===== src/rtl/pwm_dac_driver_pkg.sv =====
// Shared definitions for the PWM DAC driver: FSM state encoding and default sample width.
package pwm_dac_driver_pkg;

    localparam int N_FRAC_DEFAULT = 7;

    typedef enum logic [1:0] {
        S_IDLE = 2'd0,
        S_WAIT = 2'd1,
        S_HOLD = 2'd2
    } state_t;

endpackage


===== src/rtl/pwm_dac_driver_counter.sv =====
// Free-running W-bit PWM period counter; held at zero while disabled, flags the last cycle of each period.
module pwm_counter #(
    parameter int W = 8
) (
    input  logic         clk,
    input  logic         rst_n,
    input  logic         enable,
    output logic [W-1:0] cnt,
    output logic         wrap
);

    always_ff @(posedge clk) begin
        if (!rst_n || !enable) begin
            cnt <= '0;
        end else begin
            cnt <= cnt + 1'b1;
        end
    end

    assign wrap = enable && (cnt == '1);

endmodule


===== src/rtl/pwm_dac_driver.sv =====
// PWM DAC driver: requests one sample per PWM period and loads its duty on period boundaries.
// Optional sticky underrun flag port enabled by defining PWM_UNDERRUN_FLAG_EN.
module pwm_dac_driver
    import pwm_dac_driver_pkg::*;
#(
    parameter int N_FRAC = N_FRAC_DEFAULT
) (
    input  logic              clk_i,
    input  logic              rst_i,
    input  logic              enable_i,
    input  logic [N_FRAC:0]   data_i,
    input  logic              data_valid_strobe_i,
    output logic              next_data_strobe_o,
    output state_t            state_o,
`ifdef PWM_UNDERRUN_FLAG_EN
    output logic              underrun_o,
`endif
    output logic              pwm_o
);

    localparam int W = N_FRAC + 1;
    localparam logic [W-1:0] DUTY_MID = {1'b1, {N_FRAC{1'b0}}};

    logic [W-1:0] cnt;
    logic         wrap;
    state_t       state, state_next;
    logic [W-1:0] duty, duty_next;
    logic [W-1:0] pending, pending_next;
    logic [W-1:0] sample_duty;
    logic         strobe, strobe_next;
    logic         pwm;
`ifdef PWM_UNDERRUN_FLAG_EN
    logic         underrun_event;
    logic         underrun;
`endif

    pwm_counter #(.W(W)) u_counter (
        .clk    (clk_i),
        .rst_n  (rst_i),
        .enable (enable_i),
        .cnt    (cnt),
        .wrap   (wrap)
    );

    // Signed two's complement to offset binary: flip the sign bit.
    assign sample_duty = {~data_i[N_FRAC], data_i[N_FRAC-1:0]};

    always_comb begin
        state_next   = state;
        duty_next    = duty;
        pending_next = pending;
        strobe_next  = 1'b0;
`ifdef PWM_UNDERRUN_FLAG_EN
        underrun_event = 1'b0;
`endif
        if (enable_i) begin
            case (state)
                S_IDLE: begin
                    if (cnt == '0) begin
                        strobe_next = 1'b1;
                        state_next  = S_WAIT;
                    end
                end
                S_WAIT: begin
                    if (data_valid_strobe_i) begin
                        // A sample landing in the wrap cycle goes straight to duty.
                        if (wrap) begin
                            duty_next  = sample_duty;
                            state_next = S_IDLE;
                        end else begin
                            pending_next = sample_duty;
                            state_next   = S_HOLD;
                        end
                    end else if (wrap) begin
`ifdef PWM_UNDERRUN_FLAG_EN
                        underrun_event = 1'b1;
`endif
                        state_next = S_IDLE;
                    end
                end
                S_HOLD: begin
                    if (wrap) begin
                        duty_next  = pending;
                        state_next = S_IDLE;
                    end
                end
                default: state_next = S_IDLE;
            endcase
        end else begin
            state_next   = S_IDLE;
            pending_next = '0;
        end
    end

    always_ff @(posedge clk_i) begin
        if (!rst_i) begin
            state   <= S_IDLE;
            duty    <= DUTY_MID;
            pending <= '0;
            strobe  <= 1'b0;
            pwm     <= 1'b0;
        end else begin
            state   <= state_next;
            duty    <= duty_next;
            pending <= pending_next;
            strobe  <= strobe_next;
            pwm     <= enable_i && (cnt < duty);
        end
    end

`ifdef PWM_UNDERRUN_FLAG_EN
    // Sticky until reset; disabling the driver does not clear it.
    always_ff @(posedge clk_i) begin
        if (!rst_i) begin
            underrun <= 1'b0;
        end else if (underrun_event) begin
            underrun <= 1'b1;
        end
    end

    assign underrun_o = underrun;
`endif

    assign next_data_strobe_o = strobe;
    assign pwm_o              = pwm;
    assign state_o            = state;

endmodule


===== config.mk =====
export PLATFORM = sky130hd
export DESIGN_NAME = pwm_dac_driver
export DESIGN_NICKNAME = d
export VERILOG_FILES = /design/src/rtl/pwm_dac_driver_pkg.sv /design/src/rtl/pwm_dac_driver_counter.sv /design/src/rtl/pwm_dac_driver.sv
export SDC_FILE = /design/constraint.sdc
export NUM_CORES = 1
export LEC_CHECK = 0
export ABC_AREA = 1
export CAP_MARGIN = 15
export CORE_ASPECT_RATIO = 0.9
export CORE_UTILIZATION = 55
export DETAILED_ROUTE_END_ITERATION = 8
export PLACE_DENSITY = 0.75
export SYNTH_ARGS = -nofsm -noshare
export SYNTH_HDL_FRONTEND = slang
export SYNTH_SLANG_ARGS = --single-unit

===== constraint.sdc =====
create_clock -name clk_i -period 2.3 [get_ports clk_i]
set_input_delay 0.46 -clock clk_i [delete_from_list [all_inputs] [get_ports clk_i]]
set_output_delay 0.46 -clock clk_i [all_outputs]
set_load 0.1 [all_outputs]

== Word level (Yosys, flattened, before mapping) ==
Cells that the tools add are included.
Cells by class
  add/subtract/negate cells: 1
  $lt $le $gt $ge: 1
  eq/ne operators: 7
  multiplexer cells: 10
  bitwise gates (word level): 2
  reductions and logical operators: 12
Operators by type and width (count)
  two-way mux 8 bit: 3
  case mux 8 bit (2 select lines): 1
  adder 8 x 1 -> 8 bit (second input constant): 1
  == test 8 bit (second input constant): 1
  logical NOT 8 bit: 1
  less-than comparator 8 bit: 1
  two-way mux 2 bit: 4
  case mux 2 bit (3 select lines): 1
  AND reduction 3 bit: 2
  AND reduction 5 bit: 1
  inequality test 2 x 1 -> 1 bit (second input constant): 2
  inequality test 2 bit (second input constant): 2
  == test 2 x 1 -> 1 bit (second input constant): 1
  == test 2 bit (second input constant): 1
  logical AND 1 bit: 2
  logical NOT 1 bit: 2
  logical NOT 2 bit: 1
  inverter 1 bit: 2
  AND reduction 2 bit: 1
  nonzero test 2 bit: 1
  logical OR 1 bit: 1
  two-way mux 1 bit: 1
Storage, ports and cells
  flip-flop bits (word level): 28
  input port bits: 12
  output and inout port bits: 4
  logic and storage cells: 39

== Logic depth before layout (Yosys ltp) ==
  depth after elaboration: 5
  mapped depth: 8
  depth with buffers taken out: 8

== By module ==
From an unflattened synthesis, not the netlist that was laid out.
Unflattened totals
  cell total of the unflattened synthesis: 204
  area total of the unflattened synthesis: 1403.8 um^2
By module, submodules not included
  pwm_dac_driver: times used 1, cells each 155, area each 1059.8 um^2, seq. area each 400.4 um^2
  pwm_counter: times used 1, cells each 49, area each 344.1 um^2, seq. area each 160.2 um^2

== Worst setup path after synthesis ==
OpenSTA, ideal clock, no wires.
  path type: reg-to-reg
  start: register state[0], in the netlist state_o[0]
  end: register pending[0]
  setup time: 113 ps
  arrival: 1814 ps
  data required time: 2187 ps
  slack: 373 ps
  cell stages (with the launch flop): 7
  path buffers: 1
  period minus slack after synthesis: 1927 ps
  path through: dfxtp_1 > nand3_1 > inv_1 > buf_2 > nand3_1 > nand2_1 > nor2_1
On the way
  cells in the longest elaborated chain, start to end: 2
RTL lines
  from (decl): RTL line pwm_dac_driver.sv:26  | state_t state, state_next;
  from (signal assigned): RTL line pwm_dac_driver.sv:103  | state <= state_next;
  == test 2 x 1 -> 1 bit: RTL line pwm_dac_driver.sv:57  | case (state)
  AND reduction 3 bit (no source line)
  to (signal assigned): RTL line pwm_dac_driver.sv:105  | pending <= pending_next;
  to (decl): RTL line pwm_dac_driver.sv:28  | logic [W-1:0] pending, pending_next;
No other way between the ends.
A chain may end at the register's enable or synchronous reset.

== Final worst setup path ==
  start: register state[1], in the netlist state_o[1]
  end: output state_o[1]
RTL lines
  to (decl): RTL line pwm_dac_driver.sv:14  | output state_t state_o,
No word-level cell between the ends.

==> run summary <==
The total global routing track utilization is 0.2398. The share of synthesized area in the top cell type comes to 0.3449. By startpoint and endpoint, the worst setup path is classified as reg2out. The shortest clock period the worst path allows after layout came out at 1.840 ns. The flow ran to the end, and the final reports show no timing, DRC or antenna violations. The critical path endpoint category is an output pin.

The wire length of the first global-routing pass is 5761 um. In this run the static leakage power is 0.9091 nW. In this run, synthesis produced a sequential element count of 28. The cell family contributing the most delay on the critical path is flip-flops.

The clock share of power came out at 0.278. The number of CTS-inserted buffers came out at 3. The net switching component of the power came out at 0.0002384 W. The critical path starts at state_o[1]. The first TritonRoute pass finished after 4 iterations. In the synthesized netlist, the cells that appear most often are sky130_fd_sc_hd__nand2_1, sky130_fd_sc_hd__inv_1, sky130_fd_sc_hd__nand3_1, sky130_fd_sc_hd__dfxtp_1, sky130_fd_sc_hd__nor2_1.

The post-synthesis xor/xnor area fraction is 0.005389. For this run, the leading register cell type out of synthesis is sky130_fd_sc_hd__dfxtp_1. The area share of fa/ha/maj cells after synthesis came out at 0.06928. Setup repair after global routing left no endpoint under its margin. The path class of the tightest hold or removal check is reg2reg. The core region is 2770 um2. The total grt overflow came out at 0.

Hold repair after CTS inserted 0 buffers. CTS built an H-tree with a depth of 1. The proportion of synthesized flip-flops having asynchronous set or reset is 0. The clock input transition at the sequential cells of the worst setup and hold paths came out at 0.15 ns. In this run the critical register-to-register path is captured at duty[3]. The most common cell in the synthesized netlist is sky130_fd_sc_hd__nand2_1.

The number of cells traversed by the worst hold path is 1. The average instance in the mapped netlist occupies 6.689 um2. The number of core rows came out at 18. The yosys synthesis warning count came out at 0. Of the total synthesized cell area, the portion taken by AND, OR, NAND and NOR gates is 0.3695.

The via count of the first global-routing pass came to 1375. For this configuration, the core starts out at a cell density of 0.5867. The global routing's busiest layer is met2. The number of remaining DRC errors is 0. The data required time of the worst path is 1.84 ns. Between clock sinks in the finished design, the worst skew comes to 0.008967 ns.

STA puts the critical path data arrival time at 1.38 ns. The hold violation total from the final report came out at 0. The mean routed wirelength per cell is 10.73 um.

The number of gates resized after CTS was 0. The post-synthesis cell type count came out at 24. The worst flop-to-flop path startpoint is state_o[1]. The clock tree from TritonCTS is yes. The count of buffers inserted at the top-level ports is 15. By area, the combinational part of the netlist is dominated by simple AND/OR/NAND/NOR gates. The number of antenna diodes came out at 0. Ranked by total cell area, the synthesized netlist is headed by sky130_fd_sc_hd__dfxtp_1, sky130_fd_sc_hd__nand2_1, sky130_fd_sc_hd__inv_1, sky130_fd_sc_hd__nand3_1, sky130_fd_sc_hd__ha_1. The y dimension of the die came out at 53.57 um. The total routed wirelength came out at 3207 um. The number of ports placed on the die boundary came out at 16. The estimated wirelength of the detail-placed design came out at 2428 um. Counting every sink on the clock net gives 28. The final design utilization came out at 0.6626. In the final layout, the share of cells above drive strength 1 is 0.1120.

The longest clock path from root to sink contains 2 buffers. The peak clock frequency supported by timing came out at 0.5436 GHz. The switching share of power is 0.2706. The count of cells in the finished layout, fillers not included, comes to 299. The clock reaches the later pin of the worst-skew pair after 0.34 ns.

The number of nets produced by synthesis came out at 264. The combinational share of power is 0.154. The count of max-cap constraint violations came out at 0.

Among all stages on the critical path, the largest delay is contributed by sky130_fd_sc_hd__dfxtp_1. In the finished design, the share of the clock period the worst path needs comes to 0.7999. In this run the most critical hold path is launched from u_counter.cnt[0]. The internal power component came out at 0.0006427 W.

The transition time of the tightest slew-check pin is 0.4868 ns. The global routing usage on met1 is 0.3025. The fraction of the mapped netlist area in compound gates was 0.07390.

The number of enable flip-flop cells after synthesis is 0. Summing over every cut layer, the via total after detailed routing is 1497. The number of antenna violations at the first check in global routing came to 0. The tree is rooted in a sky130_fd_sc_hd__clkbuf_4.

For the final routed database, the setup TNS stands at 0 ns. The setup slack of the worst register-to-register path is 0.79 ns. The worst setup path is launched from a flip-flop. The number of routed nets with antenna violations is 0. The peak supply drop came out at 0.4566 mV. The areal power density over the cells came out at 480.0 nW/um2. The signal on the critical path passes through buf_4.

For hold timing, the worst endpoint is u_counter.cnt[0]. The critical path's largest stage delay is 0.66 ns. The met2 usage in global routing came out at 0.4157. The die extent in x is 59.30 um. The largest net degree at the start of global routing is 19. Setup violations remaining at the end of the flow were counted as 0. Dividing the detail-routed via count by the number of cells gives 5.007. The proportion of synthesized chip area in sequential cells came out at 0.3449.

The relative slew slack came out at 0.6750. Once placement completed, the tool counted placed cells totaling 295. The number of design-rule violations left by the first detailed-router iteration is 77. The sum of buffers and inverters on the critical path came out at 1.

The die covers 3177 um2. The signed area change from the synthesized netlist to the final layout is 12.93%. The worst register-to-register path has a depth of 6.

The cell area after technology mapping came out at 1625 um2. After synthesis, the share of cell area in mux cells is 0. The biggest area contributor in the post-synthesis netlist is sky130_fd_sc_hd__dfxtp_1.

Total power for the finished layout comes to 0.0008811 W. The final layout net count came out at 281. The gate count of the mapped netlist came out at 243. The fraction of met3 tracks used by global routing is 0.05048. The final estimated routing congestion in global placement is 0.8678. The maximum fanout along the worst path came out at 12. The final number of max-transition violations came out at 0.

Of the total power, registers draw 0.569. The count of buffers added by post-CTS timing repair for setup came out at 0.
-- logic make-up after synthesis --
family | after synthesis
AO/OA/AOI/OAI | 18
AND/OR/NAND/NOR | 132
XOR/XNOR | 1
flip-flops | 28
buffers and inverters | 55
adder cells (fa/ha/maj) | 9
-- registers in the layout, summed over array words and instances (netlist names) --
name / cells
state_o: 2
duty: 8
u_counter.cnt: 8
next_data_strobe_o: 1
pending: 8
pwm_o: 1
-- layout make-up --
| type | instances | area (um2) |
|---|---|---|
| clock buffer | 4 | 36.28 |
| fill | 253 | 934.6 |
| multi-input combinational | 160 | 842.1 |
| tap | 40 | 50.05 |
| timing repair buffer | 18 | 162.7 |
| sequential | 28 | 560.5 |
| inverter | 49 | 183.9 |
-- worst max path at each step --
stage                  endpoint  cells after the start
3_3_place_gp   u_counter.cnt[3]                      5
6_report             state_o[1]                      1
2_1_floorplan        pending[0]                      6
3_5_place_dp   u_counter.cnt[3]                      5
5_1_grt              state_o[1]                      1
4_1_cts              state_o[1]                      1
-- layout by cell type, fill, tap and decap left out --
| master | synthesis | final |
|---|---|---|
| sky130_fd_sc_hd__inv_1 | 48 | 48 |
| sky130_fd_sc_hd__ha_1 | 9 | 9 |
| sky130_fd_sc_hd__nor2_2 | 2 | 2 |
| sky130_fd_sc_hd__a21oi_2 | 8 | 8 |
| sky130_fd_sc_hd__dfxtp_1 | 28 | 28 |
| sky130_fd_sc_hd__o21ai_0 | 2 | 2 |
| sky130_fd_sc_hd__nor4_1 | 1 | 1 |
| sky130_fd_sc_hd__inv_2 | 1 | 1 |
| sky130_fd_sc_hd__and3_1 | 1 | 1 |
| sky130_fd_sc_hd__nand2_2 | 2 | 2 |
| sky130_fd_sc_hd__clkbuf_8 | 0 | 1 |
| sky130_fd_sc_hd__buf_4 | 1 | 7 |
| sky130_fd_sc_hd__o21ai_1 | 1 | 1 |
| sky130_fd_sc_hd__nand2_4 | 2 | 2 |
| sky130_fd_sc_hd__xnor2_1 | 1 | 1 |
| sky130_fd_sc_hd__clkbuf_4 | 0 | 3 |
| sky130_fd_sc_hd__clkdlybuf4s50_1 | 0 | 11 |
| sky130_fd_sc_hd__nor2_1 | 24 | 24 |
| sky130_fd_sc_hd__nand4_1 | 4 | 4 |
| sky130_fd_sc_hd__nand3_2 | 2 | 2 |
| sky130_fd_sc_hd__nor2_4 | 1 | 1 |
| sky130_fd_sc_hd__nand3_1 | 34 | 34 |
| sky130_fd_sc_hd__nand2_1 | 57 | 57 |
| sky130_fd_sc_hd__nor3_1 | 2 | 2 |
| sky130_fd_sc_hd__a21oi_1 | 7 | 7 |
-- power groups by stage --
| stage | clock network, W | logic [W] | registers [W] |
|---|---|---|---|
| detailed placement | 0 | 0.000135 | 0.000512 |
| floorplan | 0 | 0.0000654 | 0.000538 |
| global placement | 0 | 0.000134 | 0.000512 |
| finish | 0.000245 | 0.000135 | 0.000501 |
| CTS | 0.000257 | 0.000135 | 0.000501 |
| global route | 0.000272 | 0.000150 | 0.000503 |
-- per-layer routing --
metal  wire, um  share of wire
met1       1606           0.50
met4         23         0.0072
met5          0              0
met3        122          0.038
met2       1455           0.45
-- through the flow --
step	instance area (um2)	hold slack, ns	setup WS [ns]
after floorplan	1625	0.4289	0.3728
after global placement	1799	0.4427	0.5084
after detailed placement	1799	0.4545	0.4875
after CTS	1836	0.4886	0.4572
after global routing	1836	0.5094	0.3930
final	1836	0.4857	0.4603
No activity file was read; power rests on OpenSTA's default activity.
==> variant 1: new RTL, same settings <==
Change the package constant `N_FRAC_DEFAULT` from 7 to 14.
--- a/src/rtl/pwm_dac_driver_pkg.sv
+++ b/src/rtl/pwm_dac_driver_pkg.sv
@@ -2,5 +2,5 @@
 package pwm_dac_driver_pkg;
 
-    localparam int N_FRAC_DEFAULT = 7;
+    localparam int N_FRAC_DEFAULT = 14;
 
     typedef enum logic [1:0] {
Ports: changed (resized data_i); port bits go from 16 to 23. The function was not compared with the original's and may differ.
==> variant 1 against the unedited design <==
Total power grew 80%; sequential share of layout area grew 0.051 points; area after synthesis grew 74%; critical path depth grew 8; design area grew 75%; via count grew 76%; fmax grew 1.6%; global-route usage shrank 0.58 points; wire length grew 87%; setup slack gained 29 ps; register-to-register slack lost 300 ps; sequential cell count grew 21; first-iteration DRC count grew 110%; clock power grew 110%; critical endpoint is now duty[13]$_SDFFE_PN0P_.
==> variant 1: results <==
[placement]
io_buffers = 22
place_hpwl_um = 4320
place_ws_ps = 348
gp_congestion = 0.826

[sta]
fin_skew_ps = 6.34
tightest_slew_ps = 308

[global_routing]
track_usage_pct = 23.4
grt_pass1_vias = 2372
grt_max_degree = 33
grt_pass1_wl_um = 10300

[clock_network]
cts_resized = 0
cts_buffers = 5
cts-root-buf = "clkbuf_8"
clk_latency_ps = 300
htree_levels = 2
clkSlewWorstSetupHoldPaths_ps = 90

[setup_path]
critPathMaxFanout = 19
cp.arrival_ps = 2050
crit_slowest_cell = "dfxtp_1"
crit_family = "simple AND/OR/NAND/NOR gates"
critPathMaxStageDelay_ps = 390

[drt]
drt_iter0_markers = 161
finalWirelength_um = 6000
first_pass_iters = 4
via_per_inst = 5.02

[synthesis]
yosysWarnings = 0
ys_seq_area_share_pct = 34.7
synth_common_cells = "nand2_1, inv_1, nor2_1, dfxtp_1, nand3_1"
syn_inst = 438
syn_nets = 473
synthArstFlopShare_pct = 0
synth_cell_type_count = 27
ys_top_cells_by_area = "dfxtp_1, nand2_1, inv_1"

[cells_and_area]
drive_gt1_share_pct = 6.32
top_regs = "duty x15, pending x15, u_counter.cnt x15"
fillers = 471
nets = 494
multi_input_area_mm2 = 0.00146
final_cells = 524

[power_and_ir_drop]
p_leak_uw = 0.00154
irDropWorstVdd_uv = 380

[status]
outcome = "completed"
==> variant 1: final timing paths <==
kind | start | end | slack [ps] | cells past startpoint
hold / removal | u_counter.cnt[0]$_SDFF_PN0_ | u_counter.cnt[0]$_SDFF_PN0_ | 470 | 1
hold reg to reg | u_counter.cnt[0]$_SDFF_PN0_ | u_counter.cnt[0]$_SDFF_PN0_ | 470 | 1
setup reg to reg | u_counter.cnt[1]$_SDFF_PN0_ | duty[13]$_SDFFE_PN0P_ | 490 | 9
setup / recovery | u_counter.cnt[1]$_SDFF_PN0_ | duty[13]$_SDFFE_PN0P_ | 490 | 9
==> variant 1: layer usage <==
layer	track usage (%)	vias to the layer above	wire length [um]
met5	0	-	0
met4	4.40	0	19
met3	3.92	2	202
met2	40.1	39	2720
met1	31.0	1183	3060
li1	-	1408	-
==> variant 1: kinds of logic after synthesis <==
logic type               share of synthesized area [%]
buffers and inverters                             13.5
XOR/XNOR                                         0.310
AND/OR/NAND/NOR                                   36.7
adder cells (fa/ha/maj)                           7.08
flip-flops                                        34.7
AO/OA/AOI/OAI                                     7.75
==> variant 1: metrics by stage <==
step	instance area [um2]	hold slack, ps	utilization, %	total power, uW
after floorplan	2830	429	-	1010
after global placement	3120	444	63.8	1080
after detailed placement	3120	449	63.8	1080
after CTS	3210	470	65.5	1590
after global routing	3210	506	65.5	1650
final	3210	470	65.5	1580
==> variant 1: final cells by class <==
cell class                      count  share of cell area (%)
Sequential cell                    49                    30.6
Multi-Input combinational cell    292                    45.6
Tap cell                           65                    2.54
Timing Repair Buffer               32                    9.29
Clock buffer                        7                    2.69
Inverter                           79                    9.25
==> variant 1: power by group <==
group | internal (uW) | switching (uW)
Sequential | 859 | 6.96
Clock | 239 | 279
Combinational | 77.1 | 122
Total | 1180 | 408
==> variant 2: new RTL, same flow settings <==
Without the edit above. Add an input register stage for `data_i`, cleared by the reset; this delays it by one clock. The other inputs are not delayed to match.
--- a/src/rtl/pwm_dac_driver.sv
+++ b/src/rtl/pwm_dac_driver.sv
@@ -22,4 +22,14 @@
     localparam logic [W-1:0] DUTY_MID = {1'b1, {N_FRAC{1'b0}}};
 
+    logic [N_FRAC:0] data_q;
+
+    always_ff @(posedge clk_i) begin
+        if (!rst_i) begin
+            data_q <= '0;
+        end else begin
+            data_q <= data_i;
+        end
+    end
+
     logic [W-1:0] cnt;
     logic         wrap;
@@ -44,5 +54,5 @@
 
     // Signed two's complement to offset binary: flip the sign bit.
-    assign sample_duty = {~data_i[N_FRAC], data_i[N_FRAC-1:0]};
+    assign sample_duty = {~data_q[N_FRAC], data_q[N_FRAC-1:0]};
 
     always_comb begin
Check against the original RTL: no difference found for any inputs over 10 cycles, from zero or initial values and one cycle with rst_i low; that may be too few to reach the edited logic, so the function may still have changed.
==> variant 2 against the unedited design <==
Area after synthesis up 12%; sequential cell count up 8; core utilization down 0.23 points; total power up 31%; hold slack worse by 11 ps; wire length up 5.7%; non-clock buffer count unchanged; design area up 11%; cell count up 9.0%; combinational power up 7%; setup slack better by 89 ps; critical path type unchanged; highest routed layer unchanged.
==> variant 2: results <==
[status]
outcome = "completed"

[global_routing]
use_met2_pct = 34.5
grt_pass1_wl_um = 6300
met1_usage_pct = 32.0
grt.met3_usage_pct = 7.52
track_usage_pct = 23.0

[cells_and_area]
drive_gt1_share_pct = 9.51
multi_input_area_um2 = 841
multi_input_area_share_pct = 41.2
n_all_inverters = 54
nClkBuffers = 6
final_cells = 326
clk_share_pct = 3.00
seq_share_pct = 35.3
fillers = 276
multi_input_cells = 168
buffer_area_share_pct = 7.97
nets = 304

[power_and_ir_drop]
p_leak_uw = 0.00102
pg_comb_uw = 144
pg_clk_uw = 355
power.net_switching_uw = 313
irDropWorstVdd_uv = 463
top_power_group = "sequential cells"

[synthesis]
synth_common_cells = "nand2_1, inv_1, dfxtp_1, nand3_1, nor2_1"
syn_nets = 285
synth-seq-cells = 36
yosysWarnings = 0
synth_cell_type_count = 25
ys_seq_area_share_pct = 39.7
ys_top_cells_by_area = "dfxtp_1, nand2_1, inv_1"
syn_inst = 264

[drt]
route.met2.wl_um = 1450
via_per_inst = 4.81
drt_iter0_markers = 109
wire_per_inst_um = 10.4
dr.max_layer_used = "met4"

[setup_path]
cp.arrival_ps = 1290
critPathMaxStageDelay_ps = 580
critPathMaxFanout = 11
rr_startpoint = "u_counter.cnt[1]$_SDFF_PN0_"
reg2reg_setup_slack_ps = 810
r2r-end = "duty[6]$_SDFFE_PN0P_"

[placement]
place_ws_ps = 470
place_hpwl_um = 2490
gp_congestion = 0.822
dp.cells = 318

[sta]
fmax_mhz = 571
fin_skew_ps = 15.0
tightest_slew_ps = 468
whs_ps = 475

[clock_network]
cts_resized = 0
cts_buffers = 5
htree_levels = 2
clkSlewWorstSetupHoldPaths_ps = 120

[die]
nWellTaps = 42
[variant 2: cell count changes after synthesis, moves of 2 or more]
cell,change
a21oi_1,+7
a21oi_2,-8
buf_2,-3
dfxtp_1,+8
inv_1,+4
nand2_1,+11
nand3_1,-6
nor2_1,+3
o21ai_0,+2
[variant 2: worst register-to-register path: stages (launching register included)]
cell     delay (ps)
dfxtp_1         390
ha_1            250
nand4_1         170
nor2_2          330
nand3_1         150
nand2_1          90
nor2_1           40
[variant 2: cells by family (layout without fill, tap and decap cells)]
| kind of cell | after synthesis | in the layout | synth area share, % |
|---|---|---|---|
| simple gates | 139 | 139 | 34.3 |
| buf+inv | 60 | 80 | 14.0 |
| flops | 36 | 36 | 39.7 |
| compound gates | 19 | 19 | 5.30 |
| fa+ha+maj | 9 | 9 | 6.20 |
| xor+xnor | 1 | 1 | 0.482 |
